[src/rtl/harness_pkg.sv]
// Shared definitions for the post-execution harness: controller states and the
// instruction word that marks program termination.
package harness_pkg;

    typedef enum logic [1:0] {
        ST_RUN,
        ST_DRAIN,
        ST_DUMP,
        ST_DONE
    } dump_state_t;

    localparam logic [31:0] HALT_WORD = 32'h0;

endpackage

[src/rtl/halt_dump_controller.sv]
// Watches the fetch bus for the halt word, lets in-flight stores drain, then
// streams every data-memory word out through a back-pressurable valid/ready port.
module halt_dump_controller
    import harness_pkg::*;
#(
    parameter int MEM_WORDS    = 2048,
    parameter int DRAIN_CYCLES = 19,
    parameter int IDX_W        = 32
) (
    input  logic              clk,
    input  logic              rst_n,
    input  logic [31:0]       instruction_memory_rd,
    output logic [IDX_W-1:0]  dump_a,
    output logic              dump_sel,
    input  logic [31:0]       data_memory_rd,
    output logic              out_valid,
    input  logic              out_ready,
    output logic [IDX_W-1:0]  out_index,
    output logic [31:0]       out_data,
    output logic              halted,
    output logic              done
);

    // rd_idx carries one extra bit so MEM_WORDS == 2^IDX_W cannot wrap to zero.
    localparam logic [IDX_W:0] MEM_END    = (IDX_W+1)'(MEM_WORDS);
    localparam logic [31:0]    DRAIN_LOAD = (DRAIN_CYCLES > 0) ? 32'(DRAIN_CYCLES - 1) : 32'd0;

    dump_state_t      state;
    dump_state_t      state_next;
    logic [31:0]      drain_cnt;
    logic [IDX_W:0]   rd_idx;
    logic             out_valid_q;
    logic [IDX_W-1:0] out_index_q;
    logic [31:0]      out_data_q;
    logic             halted_q;
    logic             halt_seen;
    logic             handshake;
    logic             load_out;

    always_ff @(posedge clk or negedge rst_n) begin
        if (!rst_n) begin
            state <= ST_RUN;
        end else begin
            state <= state_next;
        end
    end

    always_comb begin
        state_next = state;
        dump_sel   = 1'b0;
        dump_a     = '0;
        done       = 1'b0;
        out_valid  = 1'b0;
        load_out   = 1'b0;
        halt_seen  = (state == ST_RUN) && (instruction_memory_rd == HALT_WORD);
        handshake  = out_valid_q && out_ready;
        case (state)
            ST_RUN: begin
                if (halt_seen) begin
                    state_next = (DRAIN_CYCLES == 0) ? ST_DUMP : ST_DRAIN;
                end
            end
            ST_DRAIN: begin
                if (drain_cnt == 32'd0) begin
                    state_next = ST_DUMP;
                end
            end
            ST_DUMP: begin
                dump_sel  = 1'b1;
                dump_a    = {rd_idx[IDX_W-3:0], 2'b00};
                out_valid = out_valid_q;
                load_out  = (rd_idx < MEM_END) && (!out_valid_q || out_ready);
                if ((rd_idx == MEM_END) && !out_valid_q) begin
                    state_next = ST_DONE;
                end
            end
            ST_DONE: begin
                done = 1'b1;
            end
            default: begin
                state_next = ST_RUN;
            end
        endcase
    end

    // One-entry output hold stage: a new word is captured only when the slot
    // is empty or being drained on this edge, so stalls freeze index and data.
    always_ff @(posedge clk or negedge rst_n) begin
        if (!rst_n) begin
            drain_cnt   <= 32'd0;
            rd_idx      <= '0;
            out_valid_q <= 1'b0;
            out_index_q <= '0;
            out_data_q  <= 32'd0;
            halted_q    <= 1'b0;
        end else begin
            case (state)
                ST_RUN: begin
                    if (halt_seen) begin
                        halted_q  <= 1'b1;
                        drain_cnt <= DRAIN_LOAD;
                        rd_idx    <= '0;
                    end
                end
                ST_DRAIN: begin
                    if (drain_cnt != 32'd0) begin
                        drain_cnt <= drain_cnt - 32'd1;
                    end
                end
                ST_DUMP: begin
                    if (load_out) begin
                        out_data_q  <= data_memory_rd;
                        out_index_q <= rd_idx[IDX_W-1:0];
                        out_valid_q <= 1'b1;
                        rd_idx      <= rd_idx + (IDX_W+1)'(1);
                    end else if (handshake) begin
                        out_valid_q <= 1'b0;
                    end
                end
                default: begin
                end
            endcase
        end
    end

    assign out_index = out_index_q;
    assign out_data  = out_data_q;
    assign halted    = halted_q;

endmodule

[config.mk]
export PLATFORM = sky130hd
export DESIGN_NAME = halt_dump_controller
export DESIGN_NICKNAME = d
export VERILOG_FILES = /design/src/rtl/harness_pkg.sv /design/src/rtl/halt_dump_controller.sv
export SDC_FILE = /design/constraint.sdc
export NUM_CORES = 1
export LEC_CHECK = 0
export BUFFER_PORTS_ARGS = -buffer_cell sky130_fd_sc_hd__buf_4
export CORE_ASPECT_RATIO = 0.5
export CORE_UTILIZATION = 40
export CTS_CLUSTER_DIAMETER = 30
export DETAILED_ROUTE_END_ITERATION = 16
export PLACE_DENSITY_LB_ADDON = 0.2
export SYNTH_ARGS = -nofsm -noshare
export SYNTH_HDL_FRONTEND = slang
export SYNTH_SLANG_ARGS = --single-unit
[constraint.sdc]
create_clock -name clk -period 2.47 [get_ports clk]
set_clock_uncertainty 0.15 [all_clocks]
set_input_delay 0.494 -clock clk [delete_from_list [all_inputs] [get_ports clk]]
set_output_delay 0.494 -clock clk [all_outputs]
set_load 0.02 [all_outputs]
* Word level (Yosys, flattened, before mapping)
Index checks and enable logic that the tools add are counted.
Operators by class: magnitude comparators 1, multiplexer cells 17, add/sub/neg operators 2, equal/unequal tests 9, reductions and logical operators 20
Operators with widths (count):
- 2-to-1 mux 32 bit | 3
- 2-to-1 mux 33 bit | 2
- one-hot mux 33 bit (2 select lines) | 1
- logical NOT 32 bit | 2
- one-hot mux 32 bit (2 select lines) | 1
- adder 33 x 1 -> 33 bit, second input constant | 1
- == test 33 x 12 -> 1 bit, second input constant | 1
- less-than comparator 33 x 12 -> 1 bit, second input constant | 1
- nonzero test 32 bit | 1
- subtractor 32 x 1 -> 32 bit, second input constant | 1
- inequality test 2 bit, second input constant | 5
- 2-to-1 mux 1 bit | 6
- 2-to-1 mux 2 bit | 3
- one-hot mux 2 bit (3 select lines) | 1
- AND reduction 2 bit | 3
- AND reduction 3 bit | 2
- nonzero test 2 bit | 3
- == test 2 bit, second input constant | 2
- logical AND 1 bit | 4
- AND reduction 4 bit | 1
- nonzero test 3 bit | 1
- == test 2 x 1 -> 1 bit, second input constant | 1
- logical NOT 2 bit | 1
- logical NOT 1 bit | 1
- logical OR 1 bit | 1
Storage, ports and cells: register bits after elaboration 133, output and inout port bits 100, word-level logic and storage cells 56, input port bits 67

* Depth between registers and ports, before layout
word-level depth 6, depth in mapped cells 10, mapped depth without buffers 8

* Worst setup path after synthesis
Ideal clock, no wire load.
path type register to register, start point reg drain_cnt[16], end point reg state[1], path buffers 0, arrival 2.418 ns, setup time 0.128 ns, data required time 2.192 ns, cell stages (with the launch flop) 6, period minus slack after synthesis 2.695 ns, setup slack -0.225 ns, path through dfrtp_1 or4_4 or3_4 or4_1 a21oi_1 mux2_1
Between the ends: longest elaborated chain between the ends 3
Ends and longest elaborated chain:
- start: declaration | line halt_dump_controller.sv:30 | logic [31:0] drain_cnt;
- start signal: assignment | line halt_dump_controller.sv:107 | drain_cnt <= drain_cnt - 32'd1;
- logical NOT 32 bit | line halt_dump_controller.sv:64 | if (drain_cnt == 32'd0) begin
- inequality test 2 bit (no source line)
- AND reduction 4 bit (no source line)
- end signal: assignment | line halt_dump_controller.sv:44 | state <= state_next;
- end: declaration | line halt_dump_controller.sv:28 | dump_state_t state;
No other way between the ends. A chain may end at the register's enable or synchronous reset.

* Worst setup path in the final report
start point reg drain_cnt[16], end point reg drain_cnt[25]
Between the ends: longest elaborated chain between the ends 3, elaborated cells on any way between the ends 6, classes of those cells add/sub: 1; eq/ne: 1; mux: 2; reduce/logical: 2
Ends and longest elaborated chain (line):
- subtractor 32 x 1 -> 32 bit or nonzero test 32 bit (tied branches) | halt_dump_controller.sv:107, halt_dump_controller.sv:106
- 2-to-1 mux 32 bit or inequality test 2 bit (tied branches)
- one-hot mux 32 bit (2 select lines) or AND reduction 3 bit (tied branches)
Several ways; a longest one is shown, not always the timed one. The select of a mux whose other input is x is not followed.

==> impl_summary.md <==
Worst setup path
Walking the worst path, the cells encountered are or4_4 -> or3_4 -> or4_4 -> nand3_4 -> nor4b_2 -> mux2_4. For the worst flop-to-flop path, the logic depth is 6. The worst register-to-register path begins at drain_cnt[16]. In this run the number of cells on the critical path is 6. The slowest cell on the critical path is or4_4.

The setup check on the worst reg-to-reg path leaves a slack of -250 ps. The capturing element of the worst setup path is drain_cnt[25]. STA classifies the critical path startpoint as a register. The largest stage delay on the critical path is 640 ps. The type of the setup path with the least slack is reg2reg. The start point of the critical path is drain_cnt[16]. The endpoint kind of the worst setup timing path is a register.

The worst endpoint required time is 2620 ps. The terminus of the critical flop-to-flop path is drain_cnt[25]. The endpoint arrival time on the critical path is 2870 ps. The count of buffering cells on the critical path with inverters included is 0. The maximum fanout encountered on the critical timing path is 5. The cell type group with the largest total delay on the critical path is simple AND/OR/NAND/NOR gates.

The cell type with the highest occurrence count on the critical path is or4_4.

Detailed routing
After detailed routing, the average wire length per cell comes to 15.9 microns. For this run, design rule violations remaining after detail routing come to 0. The number of detailed-routing iterations run before antenna repair is 5. The number of violations reported at the end of detailed-routing iteration 0 is 300. The detailed-route wire length is 15.7 mm.

In this run the remaining antenna-violating nets after routing total 0. Using the TritonRoute via totals, the vias-per-cell ratio works out to 5.03. Across all layers, the routed design uses 4991 vias.

Floorplanning
The floorplan step set the die width to 178 microns. The full die area is 0.0159 sq mm. The initial cell density of the core is 41.8%.

From bottom edge to top edge, the die measures 89.8 microns. The number of primary I/O pins is 167. The area inside the core boundary is 0.0147 sq mm.

The number of core rows is 31.

Finish
Once layout is done, the placed cells without fillers occupy 0.00898 sq mm. The number of filler cells placed in the layout is 1237. Cells with a size suffix above 1 make up 45.1% of the layout. The area growth from synthesis to layout is 45.8%. After the last flow step, the layout net total stands at 858. The number of antenna cells inserted is 0.

Clocking
The clock passes through at most 2 buffers. The clock transition at the register clock pins on the worst setup and hold paths after CTS is 60 ps. The maximum level of the CTS H-tree is 4. The cell at the root of the clock tree is clkbuf_16. The source-to-sink clock delay at the later pin of the worst-skew pair is 420 ps. The clock tree from TritonCTS is done. In this run, CTS created clock tree buffers numbering 17. The number of sinks driven by the clock tree is 133.

Logic synthesis
The post-synthesis average cell area is 11.2 sq um. The area fraction of the dominant cell type after synthesis is 54.0%. The gate count after technology mapping is 551. The fraction of the yosys area taken by sequential cells is 54.0%. In the synthesized netlist the async set-or-reset flop fraction comes to 100%.

The number of enable flip-flop cells after synthesis is 0. The count of warnings emitted by yosys is 0. The netlist area before placement is 0.00616 sq mm. The cell taking the most area after synthesis is dfrtp_1.

By count the netlist is led by dfrtp_1 (133), nor2_1 (54), mux2_2 (43). After synthesis, the netlist uses 58 different library cells. In the synthesized netlist the dominant register cell turns out to be dfrtp_1. The register bit total from synthesis is 133. By area the synthesized netlist is led by dfrtp_1 (54%), mux2_2 (7.9%), nor2b_1 (3.7%).

dfrtp_1 is the most common cell in the netlist.

Run status
The final reports fail on negative setup slack. The flow ran to the end, but the final reports show violations.

Placement
Timing analysis after detailed placement gives a worst setup slack of -200 ps. After detailed placement, the total cell area comes to 0.00815 sq mm. The sum of net half-perimeters after detailed placement is 10.9 mm. The count of buffers from port buffering is 164. At the end of routability-driven placement, the weighted congestion stood at 0.826.

STA
For the pin with the worst max-slew slack, the measured transition is 517 ps. The clock period minus final worst setup slack is 2720 ps. Setup repair after global routing could not meet its margin everywhere.

Across all setup checks in the final design, the least slack found is -249 ps. For this run, the top clock speed supported by timing is 368 MHz. The max-slew violation count was 0. The hold violation count in the final report is 0. The headroom to the max-slew limit is 65.5%. Setup violations remaining at the end of the flow were counted as 34. The period utilization is 110%.

Pwr
The switching power share of the total is 28.1%. The internal portion of the total power is 0.00441 W. Of the total power, the clock network draws 41.1%. The reported net switching power is 0.00172 W. Power spread over the standard cell area amounts to 683 mW/mm^2. The analysis attributes to cell leakage a power of 4.35 nW. The power share of the combinational group is 18.2%. VDD sags by at most 0.467 mV.

Sequential cells burn 40.7% of the power.

Global route
Entering global routing, the biggest net connects 43 pins. The via count of the first global-routing pass was 5165. Global routing used 20.6% of the available tracks. The first global-routing pass estimated 26.0 mm of wire. The total overflow reported by the global router is 0. The number of antenna violations at the first check in global routing was 0.

Min path
The tightest min-delay check is of the in2reg type.

Flow run
Max-cap violations in this run came to 0.
-- layer usage --
layer | GRT usage, % | vias up | share of wire, %
met5 | 0 | - | 0
met2 | 33.2 | 91 | 49
met4 | 5.48 | 0 | 0.88
met1 | 26.8 | 2484 | 45
met3 | 6.18 | 14 | 4.3
li1 | - | 2402 | -
-- placed cells by master, fill, tap and decap left out, drive strengths merged, types with 8 or more instances in the layout --
cell / netlist / layout
nand3: 22 / 22
buf: 7 / 236
a21oi: 8 / 8
mux2: 47 / 47
nand4: 16 / 16
inv: 11 / 15
dfrtp: 133 / 133
nor2b: 36 / 36
nor2: 55 / 55
xor2: 24 / 24
nand2: 18 / 18
nor3: 12 / 12
o21ai: 9 / 9
nor4: 22 / 22
clkbuf: 22 / 20
and2: 32 / 32
ha: 9 / 9
-- worst reg2reg max path, cell delays in order, from the launching register on --
cell	delay, ps
dfrtp_1	380
or4_4	540
or3_4	390
or4_4	640
nand3_4	150
nor4b_2	70
mux2_4	300
-- area by class of cell --
| type | count | area [sq um] | share of cell area, % |
|---|---|---|---|
| clock buffer | 18 | 439 | 4.89 |
| clock inverter | 13 | 148 | 1.64 |
| inverter | 11 | 41.3 | 0.460 |
| multi-input combinational | 380 | 2860 | 31.8 |
| sequential | 133 | 3330 | 37.0 |
| tap | 198 | 248 | 2.76 |
| timing repair buffer | 239 | 1920 | 21.4 |
-- per-stage QoR --
stage	total power, W	TNS, ps	cells	utilization (%)	hold slack, ps
2_1_floorplan	0.00308	-2520	552	-	48.4
3_3_place_gp	0.00363	-2870	952	55.3	305
3_5_place_dp	0.00365	-3880	952	55.3	310
4_1_cts	0.00620	-4630	989	60.0	135
5_1_grt	0.00642	-7680	992	61.0	136
6_report	0.00613	-5480	992	61.0	155
-- worst min-delay path by stage --
stage	start	endpoint	slack [ps]	cells after the start
finish	data_memory_rd[24]	out_data[24]	160	2
global route	data_memory_rd[12]	out_data[12]	140	2
CTS	data_memory_rd[24]	out_data[24]	140	2
detailed placement	halted	halted	310	1
global placement	halted	halted	300	1
floorplan	rst_n	drain_cnt[0]	50	0
-- flip-flops by register name (all words and copies together), names as in the netlist --
register / cells
state: 2
drain_cnt: 32
halted: 1
out_index: 32
rd_idx: 33
out_valid_q: 1
out_data: 32
-- cell families after synthesis --
| kind of cell | count (synthesis) | share of synthesized area [%] |
|---|---|---|
| other cells | 1 | 0.0608 |
| simple gates | 253 | 24.0 |
| buf+inv | 40 | 2.92 |
| xor+xnor | 24 | 3.41 |
| fa+ha+maj | 9 | 1.83 |
| flops | 133 | 54.0 |
| compound gates | 43 | 4.83 |
| mux | 48 | 8.93 |
-- repair_timing --
item | in CTS | in global routing
resized for setup | 17 | 15
endpoints found under the hold margin | 32 | 0
gates cloned | 1 | 2
pin swaps | 16 | 11
setup endpoints to repair | 63 | 83
setup buffers | 4 | 1
hold buffers | 1 | 0
-- power groups by stage --
stage               logic (W)  clock network [W]  registers, W
floorplan            0.000418                  0       0.00266
global placement      0.00111                  0       0.00253
detailed placement    0.00112                  0       0.00253
CTS                   0.00113            0.00258       0.00250
global route          0.00121            0.00268       0.00253
finish                0.00112            0.00252       0.00250
Note: power is estimated with default switching activity, not from simulation.
